### src/rtl/mul32_pkg.sv
// Shared constants, stage-1 record and operand helpers for the mul32 fixed-point multiplier.
package mul32_pkg;

    localparam int WORD_W = 32;
    localparam int PROD_W = 64;
    localparam int HALF_W = 16;
    localparam int STAGES = 2;

    localparam logic [WORD_W-1:0] SAT_POS = 32'h7FFFFFFF;
    localparam logic [WORD_W-1:0] SAT_NEG = 32'h80000000;

    // Partial products are indexed {a_half, b_half}: [3]=hh, [2]=hl, [1]=lh, [0]=ll.
    typedef struct packed {
        logic                   neg;
        logic [3:0][WORD_W-1:0] pp;
    } stage1_t;

    // Unsigned magnitude; 0x80000000 maps to 2^31, which still fits in WORD_W bits.
    function automatic logic [WORD_W-1:0] magnitude(input logic [WORD_W-1:0] x);
        return x[WORD_W-1] ? (~x + 32'd1) : x;
    endfunction

endpackage

### src/rtl/mul16u.sv
// Combinational 16x16 -> 32 unsigned multiplier, one per partial product.
module mul16u
    import mul32_pkg::*;
(
    input  logic [HALF_W-1:0] a,
    input  logic [HALF_W-1:0] b,
    output logic [WORD_W-1:0] p
);

    assign p = WORD_W'(a) * WORD_W'(b);

endmodule

### src/rtl/mul32.sv
// Two-stage signed fixed-point multiplier: Q(31-FRAC_BITS).FRAC_BITS operands and result.
// Define MUL32_SAT_EN to clamp overflowing results instead of wrapping them.
module mul32
    import mul32_pkg::*;
#(
    parameter int FRAC_BITS = 16
) (
    input  logic              clk,
    input  logic              rst,
    input  logic              in_valid,
    input  logic [WORD_W-1:0] input1,
    input  logic [WORD_W-1:0] input2,
    output logic              out_valid,
    output logic [WORD_W-1:0] o,
    output logic              ovf
);

    logic [STAGES:1]          vld_pipe;
    logic [1:0][HALF_W-1:0]   a_half;
    logic [1:0][HALF_W-1:0]   b_half;
    logic [3:0][WORD_W-1:0]   pp_c;
    stage1_t                  s1;

    logic [WORD_W:0]          mid;
    logic [PROD_W-1:0]        mag;
    logic [PROD_W-1:0]        prod;
    logic signed [PROD_W-1:0] prod_hi;
    logic [WORD_W-1:0]        o_wrap;
    logic [WORD_W-1:0]        o_next;
    logic                     ovf_next;

    assign a_half = magnitude(input1);
    assign b_half = magnitude(input2);

    for (genvar i = 0; i < 4; i++) begin : g_pp
        mul16u u_mul (
            .a (a_half[i / 2]),
            .b (b_half[i % 2]),
            .p (pp_c[i])
        );
    end

    // Operands are only captured on in_valid so idle-cycle garbage never reaches stage 1.
    always_ff @(posedge clk or negedge rst) begin
        if (!rst) begin
            vld_pipe[1] <= 1'b0;
            s1          <= '0;
        end else begin
            vld_pipe[1] <= in_valid;
            if (in_valid) begin
                s1.neg <= input1[WORD_W-1] ^ input2[WORD_W-1];
                s1.pp  <= pp_c;
            end
        end
    end

    // |P| <= 2^62, so bit 63 of the signed product is always the true sign.
    always_comb begin
        mid      = (WORD_W + 1)'(s1.pp[2]) + (WORD_W + 1)'(s1.pp[1]);
        mag      = {s1.pp[3], 32'b0} + (PROD_W'(mid) << HALF_W) + PROD_W'(s1.pp[0]);
        prod     = s1.neg ? -mag : mag;
        o_wrap   = WORD_W'(prod >> FRAC_BITS);
        prod_hi  = $signed(prod) >>> (FRAC_BITS + WORD_W - 1);
        ovf_next = !((prod_hi == '0) || (&prod_hi));
`ifdef MUL32_SAT_EN
        o_next   = ovf_next ? (prod[PROD_W-1] ? SAT_NEG : SAT_POS) : o_wrap;
`else
        o_next   = o_wrap;
`endif
    end

    always_ff @(posedge clk or negedge rst) begin
        if (!rst) begin
            vld_pipe[2] <= 1'b0;
            o           <= '0;
            ovf         <= 1'b0;
        end else begin
            vld_pipe[2] <= vld_pipe[1];
            if (vld_pipe[1]) begin
                o   <= o_next;
                ovf <= ovf_next;
            end
        end
    end

    assign out_valid = vld_pipe[STAGES];

endmodule

### config.mk
export PLATFORM = sky130hd
export DESIGN_NAME = mul32
export DESIGN_NICKNAME = d
export VERILOG_FILES = /design/src/rtl/mul32_pkg.sv /design/src/rtl/mul16u.sv /design/src/rtl/mul32.sv
export SDC_FILE = /design/constraint.sdc
export NUM_CORES = 2
export LEC_CHECK = 0
export BUFFER_PORTS_ARGS = -buffer_cell sky130_fd_sc_hd__buf_2
export CAP_MARGIN = 20
export CORE_ASPECT_RATIO = 0.9
export CORE_MARGIN = 5
export CORE_UTILIZATION = 29
export CTS_BUF_LIST = sky130_fd_sc_hd__clkbuf_4
export DETAILED_ROUTE_END_ITERATION = 16
export GPL_TIMING_DRIVEN = 0
export MAX_ROUTING_LAYER = met4
export PLACE_DENSITY_LB_ADDON = 0.3
export RECOVER_POWER = 50
export REMOVE_ABC_BUFFERS = 1
export SYNTH_ARGS = -nofsm -noshare
export SYNTH_HDL_FRONTEND = slang
export SYNTH_SLANG_ARGS = --single-unit
export TNS_END_PERCENT = 50
### constraint.sdc
create_clock -name clk -period 11.3 [get_ports clk]
set_input_delay 1.13 -clock clk [delete_from_list [all_inputs] [get_ports clk]]
set_output_delay 1.13 -clock clk [all_outputs]
set_load 0.01 [all_outputs]
==> impl_metrics.csv <==
group,metric,value,unit
synthesis,ys.warnings.count,0,
finish,final_layout_size_suffix_gt1_share,9.57,%
status,status,"finished, violations left",
job,maxCapViolCount,3,
critical_path,critical_path_class,"input pin to register",
global_routing,track_usage,19.0,%
synthesis,synth_top_family_by_area,"adder cells",
clocking,cts_made_buffers,17,
drt,drc,0,
synthesis,yosys.cell_types.count,96,
hold_path,hold-path-endpoint,"o[7]$_DFFE_PN0P_",
hold_path,hold_path_depth,1,
synthesis,synthAdderAreaFrac,48.2,%
critical_path,critPathMaxFanout,13,
clocking,cts_max_level,4,
sta,fin_crit_sh,97.9,%
sta,worst_pin_slew,5.84,ns
global_routing,overflow,0,
floorplanning,placementRows,137,
critical_path,cp_slowest_cell,"o41ai_1",
synthesis,synth_cells,5206,
synthesis,synthSimpleGateAreaFrac,15.7,%
drt,antenna_left,0,
sta,hold_viol,0,
status,violations,"max-capacitance violations, max-slew violations",
critical_path,ff2ff_setup_slack,2.56,ns
clocking,clockBufferDepth,2,
synthesis,synth_seq_area_share,9.15,%
synthesis,post-synth-top-count-cell,"inv_1",
sta,setup_viol,0,
synthesis,synthFlopType,"dfrtp_1",
synthesis,synth_mux_area_share,2.90,%
finish,fin_util,32.6,%
placed_design,place_ws,-1.36,ns
placed_design,gp_congestion,0.880,
critical_path,rr_worst_depth,33,
sta,slew_viol_final,221,
placed_design,portBuffers,100,
sta,holdWs,0.520,ns
critical_path,cpMostUsedCell,"fa_1",
synthesis,yosysTopAreaCellShare,34.7,%
clocking,path_clk_slew,0.16,ns
sta,slew_headroom,-290,%
hold_path,hp-start,"o[7]$_DFFE_PN0P_",
critical_path,r2r-end,"ovf$_DFFE_PN0P_",
sta,finalWorstSetupSlack,0.241,ns
synthesis,synth_top_area_cell,"fa_1",
drt,vias,36100,
floorplanning,fp.dieH,383,microns
clocking,insertion_delay,0.83,ns
global_routing,antenna_found_initial,23,
global_routing,grt_pass1_vias,38400,
floorplanning,core_area,154000,sq um
synthesis,synth.area.top_cells,"fa_1 35%, ha_1 13%, dfrtp_1 9.1%, inv_1 7.9%, nand2_1 5.6%",
floorplanning,die_x,425,microns
sta,rsz0062_at_grt,"no",
drt,vias_per_cell,4.91,
drt,detailedRoute.firstIterationViolations,2479,
synthesis,synth_compound_area_share,8.37,%
sta,fmax,90.4,MHz
hold_path,hold_class,"register to register",
synthesis,avgSynthCellArea,8.62,sq um
synthesis,ys_ff_latch,164,
global_routing,grt_pass1_wl,231000,microns
floorplanning,dieArea,163000,sq um
sta,min_period,11.06,ns
finish,fin_nets,6571,
critical_path,cp_slowest_stage_delay,0.65,ns
clocking,clock-root-buffer,"clkbuf_4",
critical_path,cp.required,12.01,ns
placed_design,hpwl,122000,microns
drt,first_pass_iters,8,
synthesis,synth-edff-count,0,
critical_path,cp-end-kind,"register",
critical_path,timing.rr.start,"s1[32]$_DFFE_PN0P_",
synthesis,syn-cell-area,44900,sq um
clocking,cts_tree,"done",
clocking,cts_sinks,164,
critical_path,arrival,11.77,ns
synthesis,async_flop_share,100,%
global_routing,grt_max_degree,104,
sta,fin_skew,0.0405,ns
drt,routed_wl,146000,microns
drt,wire_per_inst,19.8,microns
synthesis,synth_xor_area_share,6.05,%
critical_path,cp-start-kind,"input pin",
floorplanning,ios,101,
finish,syn2layout_area_growth,12.2,%
synthesis,ys_top_cells_by_count,"939 x inv_1, 778 x fa_1, 675 x nand2_1",
floorplanning,initial_core_util,29.1,%
==> cell type report <==
type | count | area, sq um
Fill cell | 16100 | 104000
Timing Repair Buffer | 226 | 2460
Inverter | 939 | 3530
Tap cell | 2085 | 2610
Sequential cell | 164 | 4110
Multi-Input combinational cell | 3895 | 37400
Clock inverter | 14 | 98.8
Clock buffer | 17 | 128
Antenna cell | 17 | 42.5
==> routing by layer <==
metal / part of all wire, % / wire length [microns] / GRT usage, % / up-vias
met5: 0 / 0 / - / -
met4: 3.9 / 5620 / 6.37 / 0
met3: 6.0 / 8720 / 2.78 / 230
met2: 47 / 68500 / 30.9 / 1072
met1: 43 / 62800 / 24.4 / 18500
li1: - / - / - / 16400
==> cells by family (layout without fill, tap and decap cells) <==
kind of cell | after synthesis | after routing
other | 0 | 17
muxes | 116 | 116
xor gates and xnor gates | 309 | 309
DFF | 164 | 164
AOI/OAI and AO/OA | 583 | 583
adders and majority gates | 1261 | 1261
and+or+nand+nor | 1626 | 1626
buffers and inverters | 1147 | 1196
==> repair_timing <==
action | 4_1_cts | 5_1_grt
pin swaps | 0 | 1
setup endpoints to repair | 6 | 15
gates resized for setup | 3 | 7
hold buffers | 0 | 0
setup buffers | 0 | 2
==> cells in the final DEF, fill, tap and decap left out, types with 17 or more instances in the layout <==
cell / n
a211oi_1: 19
a21o_1: 45
a21oi_1: 181
a31oi_1: 21
and2_1: 35
and3_1: 25
buf_2: 89
buf_6: 18
buf_8: 77
clkbuf_4: 17
dfrtp_1: 163
diode_2: 17
fa_1: 778
ha_1: 483
inv_1: 937
mux2_2: 109
nand2_1: 675
nand2b_1: 32
nand3_1: 59
nor2_1: 601
nor2b_1: 24
nor3_1: 50
o21a_1: 23
o21ai_0: 126
o21bai_1: 31
o31ai_1: 19
or3_1: 31
or4_1: 19
xnor2_1: 142
xnor2_2: 54
xor2_1: 66
xor2_2: 33
==> how the worst max path moves through the flow <==
stage / start / to / cells after the start
2_1_floorplan: input2[0] / s1[62]$_DFFE_PN0P_ / 30
3_3_place_gp: input2[0] / s1[62]$_DFFE_PN0P_ / 31
3_5_place_dp: input2[0] / s1[62]$_DFFE_PN0P_ / 32
4_1_cts: input1[0] / s1[126]$_DFFE_PN0P_ / 32
5_1_grt: input2[0] / s1[127]$_DFFE_PN0P_ / 33
6_report: input1[0] / s1[91]$_DFFE_PN0P_ / 33
==> per-stage QoR <==
stage / setup TNS (ns) / cells / instance area, sq um
2_1_floorplan: 0 / 4998 / 44100
3_3_place_gp: -117.90 / 7183 / 47200
3_5_place_dp: -17.90 / 7306 / 50100
4_1_cts: 0 / 7337 / 50300
5_1_grt: 0 / 7354 / 50300
6_report: 0 / 7357 / 50300
==> state kept, by name (all words and copies together) (netlist names) <==
register	cells
s1	129
o	32
out_valid	1
ovf	1
vld_pipe	1
==> worst max-delay path: cells and delay by family <==
kind / cells / cell delay, ns
adders and majority gates: 8 / 3.47
and+or+nand+nor: 9 / 2.82
AOI/OAI and AO/OA: 8 / 2.52
buffers and inverters: 6 / 1.10
xor gates and xnor gates: 1 / 0.41
muxes: 1 / 0.28
Power is left out: the tool's default activity adds up to more than one toggle a clock period on the data nets, which glitch-free logic cannot reach.
